===== src/rtl/hex_display_bank.sv =====
// +--------------------------------------------------------------------------+
// | hex_display_bank                                                         |
// | N-digit active-low 7-segment hex driver with static/blink/scroll modes.  |
// | Optional macro LZ_BLANK_EN enables leading-zero blanking.                |
// | Revision: 1.0                                                            |
// +--------------------------------------------------------------------------+
`default_nettype none

module hex_display_bank #(
   parameter int NUM_DIGITS = 2,
   parameter int TICK_DIV   = 25_000_000
) (
   input  logic                      clock,
   input  logic                      reset,
   input  logic                      load,
   input  logic [4*NUM_DIGITS-1:0]   data,
   input  logic [1:0]                mode,
   input  logic                      enable,
   output logic [7*NUM_DIGITS-1:0]   hex,
   output logic                      tick
);

   localparam int c_cnt_w = (TICK_DIV > 1) ? $clog2(TICK_DIV) : 1;

   typedef enum logic [1:0] {
      ST_IDLE   = 2'd0,
      ST_STATIC = 2'd1,
      ST_BLINK  = 2'd2,
      ST_SCROLL = 2'd3
   } state_t;

   state_t                    r_state;
   logic [c_cnt_w-1:0]        r_cnt;
   logic                      r_phase;
   logic [4*NUM_DIGITS-1:0]   r_digits;
   logic [4*NUM_DIGITS-1:0]   w_rot;
   logic                      w_wrap;
   logic                      w_blank;
   logic [3:0]                w_nib;
`ifdef LZ_BLANK_EN
   logic                      w_lz_run;
`endif

   function automatic logic [6:0] f_glyph(input logic [3:0] d);
      case (d)
         4'h0: f_glyph = 7'h40;
         4'h1: f_glyph = 7'h79;
         4'h2: f_glyph = 7'h24;
         4'h3: f_glyph = 7'h30;
         4'h4: f_glyph = 7'h19;
         4'h5: f_glyph = 7'h12;
         4'h6: f_glyph = 7'h02;
         4'h7: f_glyph = 7'h78;
         4'h8: f_glyph = 7'h00;
         4'h9: f_glyph = 7'h10;
         4'hA: f_glyph = 7'h08;
         4'hB: f_glyph = 7'h03;
         4'hC: f_glyph = 7'h46;
         4'hD: f_glyph = 7'h21;
         4'hE: f_glyph = 7'h06;
         default: f_glyph = 7'h0E;
      endcase
   endfunction

   // Rotate toward the more significant end; top digit wraps into digit 0.
   generate
      if (NUM_DIGITS == 1) begin : g_rot_single
         assign w_rot = r_digits;
      end else begin : g_rot_multi
         assign w_rot = {r_digits[4*NUM_DIGITS-5:0], r_digits[4*NUM_DIGITS-1 -: 4]};
      end
   endgenerate

   assign w_wrap = (r_cnt == c_cnt_w'(TICK_DIV - 1));
   assign tick   = w_wrap && enable && (r_state != ST_IDLE);

   always_ff @(posedge clock) begin
      if (reset) begin
         r_state  <= ST_IDLE;
         r_cnt    <= '0;
         r_phase  <= 1'b0;
         r_digits <= '0;
      end else if (load) begin
         r_digits <= data;
         r_cnt    <= '0;
         r_phase  <= 1'b0;
         case (mode)
            2'b01:   r_state <= ST_BLINK;
            2'b10:   r_state <= ST_SCROLL;
            default: r_state <= ST_STATIC;
         endcase
      end else if (enable && (r_state != ST_IDLE)) begin
         if (w_wrap) begin
            r_cnt <= '0;
            if (r_state == ST_BLINK)
               r_phase <= ~r_phase;
            if (r_state == ST_SCROLL)
               r_digits <= w_rot;
         end else begin
            r_cnt <= r_cnt + c_cnt_w'(1);
         end
      end
   end

   // Walk from the top digit down so leading-zero runs can be tracked in one pass.
   always_comb begin
      hex     = '1;
      w_nib   = '0;
      w_blank = 1'b0;
`ifdef LZ_BLANK_EN
      w_lz_run = 1'b1;
`endif
      for (int i = NUM_DIGITS - 1; i >= 0; i--) begin
         w_nib   = r_digits[4*i +: 4];
         w_blank = (r_state == ST_IDLE) || ((r_state == ST_BLINK) && r_phase);
`ifdef LZ_BLANK_EN
         w_lz_run = w_lz_run && (w_nib == 4'h0);
         if ((i > 0) && w_lz_run)
            w_blank = 1'b1;
`endif
         hex[7*i +: 7] = w_blank ? 7'h7F : f_glyph(w_nib);
      end
   end

endmodule

`default_nettype wire


===== config.mk =====
export PLATFORM = sky130hd
export DESIGN_NAME = hex_display_bank
export DESIGN_NICKNAME = d
export VERILOG_FILES = /design/src/rtl/hex_display_bank.sv
export SDC_FILE = /design/constraint.sdc
export NUM_CORES = 1
export LEC_CHECK = 0
export ABC_CLOCK_PERIOD_IN_PS = 2400
export BUFFER_PORTS_ARGS = -buffer_cell sky130_fd_sc_hd__buf_2
export CORE_ASPECT_RATIO = 1.25
export CORE_MARGIN = 1
export CORE_UTILIZATION = 25
export CTS_CLUSTER_DIAMETER = 60
export CTS_CLUSTER_SIZE = 30
export DETAILED_ROUTE_END_ITERATION = 8
export PLACE_DENSITY = 0.52
export SLEW_MARGIN = 25
export SYNTH_ARGS = -nofsm -noshare
export SYNTH_HDL_FRONTEND = slang
export SYNTH_SLANG_ARGS = --single-unit

===== constraint.sdc =====
create_clock -name clock -period 2.4 [get_ports clock]
set_input_delay 0.12 -clock clock [delete_from_list [all_inputs] [get_ports clock]]
set_output_delay 0.12 -clock clock [all_outputs]
set_load 0.02 [all_outputs]

==> impl_results.md <==
- Power per cell area: 557 nW/µm²
- Global routing usage on met1: 0.135
- Worst slew margin: 0.594
- GR met3 Demand/Resource: 0.0243
- Sw Share: 0.247
- Post-Syn Instances: 317
- Avg Vias per Cell: 4.63
- Slew Limit Fails: 0
- Worst reg2reg path depth: 10
- Crit-path max cell delay: 340 ps
- HP Start: reset
- Sequential share of power: 0.429
- Fin crit share: 0.955
- Met2 usage: 0.222
- Routed WL per cell: 12.7 µm
- Multiplexer share of the synthesized area: 0.0296
- IO Pins: 29
- Fillers: 1129
- Final WS setup: 109 ps
- Final setup violation count: 0
- Post-route minimum period: 2290 ps
- Starting Density: 0.259
- Dpl ws: -49.1 ps
- Pre-antenna DRT Iters: 6
- Setup Skew: 6.74 ps
- Worst-path clk slew: 70 ps
- Fin util: 0.345
- Busiest layer in global routing: met2
- Max-cap violations: 0
- Global-route wire length before repair: 10.7 mm
- Latest clock arrival within the worst-skew pair: 290 ps
- Die area: 11400 µm²
- Synth cell types: 56
- Fraction of registers with async set or reset after synthesis: 0
- Area contributors post-synth: dfxtp_1, ha_1, nor2_1, xor2_1, or2_2
- Adder-cell share of the synthesized area: 0.0638
- Hold path depth: 2
- Share of cells above drive strength 1: 0.354
- Worst Tran Pin Value: 604 ps
- Largest family of logic cells by synthesized area: simple AND/OR/NAND/NOR gates
- Crit-path slowest cell: or3_1
- Clock buffer depth: 2
- Diode count: 0
- R2R Setup Slk: 110 ps
- Core Rows: 42
- Synth top area share: 0.364
- # placed instances: 509
- Iteration-0 DRC Markers: 51
- XOR/XNOR Fraction of Synth Area: 0.0797
- I/O Buffers: 28
- Area leader, netlist: dfxtp_1
- Tot Pwr: 2.04 mW
- HP Class: input pin to register
- Antenna violations before repair: 0
- Dpl hpwl: 5.09 mm
- Mapped Avg Cell Area: 8.66 µm²
- Tot GR Track Use: 0.120
- Logic pwr share: 0.171
- Clock network fraction of total power: 0.400
- Critical Path RT: 2610 ps
- Post-route ant nets: 0
- DRC viols: 0
- TritonCTS buffer count: 5
- Psw: 0.504 mW
- Primary FF master, synth: dfxtp_1
- P&R area growth vs syn: 33.4%
- Final Net Count: 415
- Synth Area in Simple Gates: 0.298
- Max Freq: 436 MHz
- H-tree depth: 2
- Die W: 95.7 µm
- Most common cell after layout, fill and taps aside: dfxtp_1
- #FFs+latches synth: 50
- Crit-path max FO: 5
- CP cell instances: nor4_4 > and4_4 > buf_6 > a21boi_2 > a221oi_2 > nor2_1 > inv_1 > ha_4 > or3_1 > a31oi_1
- Crit path DAT: 2500 ps
- Critical path endpoint category: register
- Status: finished, final reports clean
- TritonCTS clock tree: yes
- Pin count of the biggest net entering global routing: 26
- Cell internal pwr: 1.54 mW
- Number of global-route vias before repair: 2342
- Number of enable flip-flop cells after synthesis: 0
- Core footprint: 10600 µm²
- Synth warnings: 0
- Global route overflow: 0
- DR vias: 2404
- Cell Count, Final, Fillers Out: 519
- Final GP Congestion: 0.825
- Startpoint Class: register
- Die Span Y: 119 µm
- Synth Area in Compound Gates: 0.116
- Peak VDD IR: 0.000250 V
- Root Buffer: clkbuf_16
- Setup TNS: 0 ps
- Final wirelength: 6.58 mm
- Crit Path Class: register to register
- CTS Hold Bufs: 0
- Mapped Area: 2750 µm²
- R2R Path Start: r_cnt[8]$_SDFFE_PP0P_
- Final Hold Violating Endpoints: 0
- Clock sinks: 50
- Syn nets: 345
- Pleak: 1.50 nW
- Commonest non-fill, non-tap cells in the layout: dfxtp_1, buf_4, nor2_1
- Sequential-to-total area share from yosys stat: 0.364
-- synthesized netlist by cell type (2+ instances only) --
cell type,n
ha_1,14
nand3_1,8
and4_1,4
nand4_1,8
o22ai_1,4
o21ai_0,7
nor3_1,9
nand2b_1,2
or3_1,6
o2bb2ai_1,2
nor4_2,3
dfxtp_1,50
and3_1,9
buf_2,3
nor4_1,4
xnor2_1,12
or2_2,18
inv_1,13
o32ai_1,2
nor2b_1,9
a211oi_1,4
mux2i_1,7
clkbuf_1,8
a21oi_1,9
buf_6,2
xor2_1,13
nor2_1,38
nand2_1,14
a211o_1,2
and2_1,4
a31oi_1,3
nor4b_1,2
-- power by group through the flow --
| stage | combinational (mW) | clock, mW | sequential, mW |
|---|---|---|---|
| 5_1_grt | 0.388 | 0.885 | 0.878 |
| 4_1_cts | 0.343 | 0.840 | 0.876 |
| 3_5_place_dp | 0.337 | 0 | 0.895 |
| 6_report | 0.349 | 0.816 | 0.875 |
| 2_1_floorplan | 0.223 | 0 | 0.892 |
| 3_3_place_gp | 0.335 | 0 | 0.894 |
-- worst max-delay path, delay by kind of cell, from the launching register on --
family / cells / cell delay, ps
AOI/OAI and AO/OA: 3 / 450
DFF: 1 / 330
adders and majority gates: 1 / 210
buffers and inverters: 2 / 230
and+or+nand+nor: 4 / 980
-- repair_timing --
action / in CTS / in global routing
buffers inserted: 1 / 2
cloned: 0 / 0
gates resized for setup: 3 / 24
endpoints found under the setup margin: 3 / 14
pin swaps: 1 / 7
-- per-layer routing --
layer / vias up / part of all wire
li1: 1244 / -
met1: 1123 / 0.44
met2: 31 / 0.52
met3: 6 / 0.031
met4: 0 / 0.012
met5: - / 0
-- cell type report --
cell class	instances	area, µm²	area share
sequential	50	1000	0.274
multi-input combinational	238	1720	0.470
clock buffer	6	139	0.0379
tap	132	165	0.0451
inverter	15	61.3	0.0167
clock inverter	1	30.0	0.00819
timing repair buffer	77	541	0.147
-- worst max path at each step --
| stage | startpoint | endpoint | slack [ps] | cells after the start |
|---|---|---|---|---|
| 4_1_cts | r_cnt[10]$_SDFFE_PP0P_ | register | -20 | 10 |
| 3_3_place_gp | r_cnt[10]$_SDFFE_PP0P_ | register | -40 | 10 |
| 3_5_place_dp | r_cnt[20]$_SDFFE_PP0P_ | register | -50 | 10 |
| 2_1_floorplan | r_cnt[7]$_SDFFE_PP0P_ | register | 10 | 8 |
| 5_1_grt | r_cnt[8]$_SDFFE_PP0P_ | register | -20 | 11 |
| 6_report | r_cnt[8]$_SDFFE_PP0P_ | register | 110 | 10 |
-- logic make-up after synthesis --
| group | after synthesis |
|---|---|
| fa+ha+maj | 14 |
| xor+xnor | 25 |
| flops | 50 |
| buf+inv | 29 |
| mux | 8 |
| compound gates | 46 |
| simple gates | 145 |
-- through the flow --
step / hold slack, ps / area [µm²]
3_5_place_dp: 431 / 3350
3_3_place_gp: 435 / 3350
4_1_cts: 128 / 3540
5_1_grt: 145 / 3660
2_1_floorplan: 231 / 2760
6_report: 137 / 3660
(Power assumes the default switching activity.)
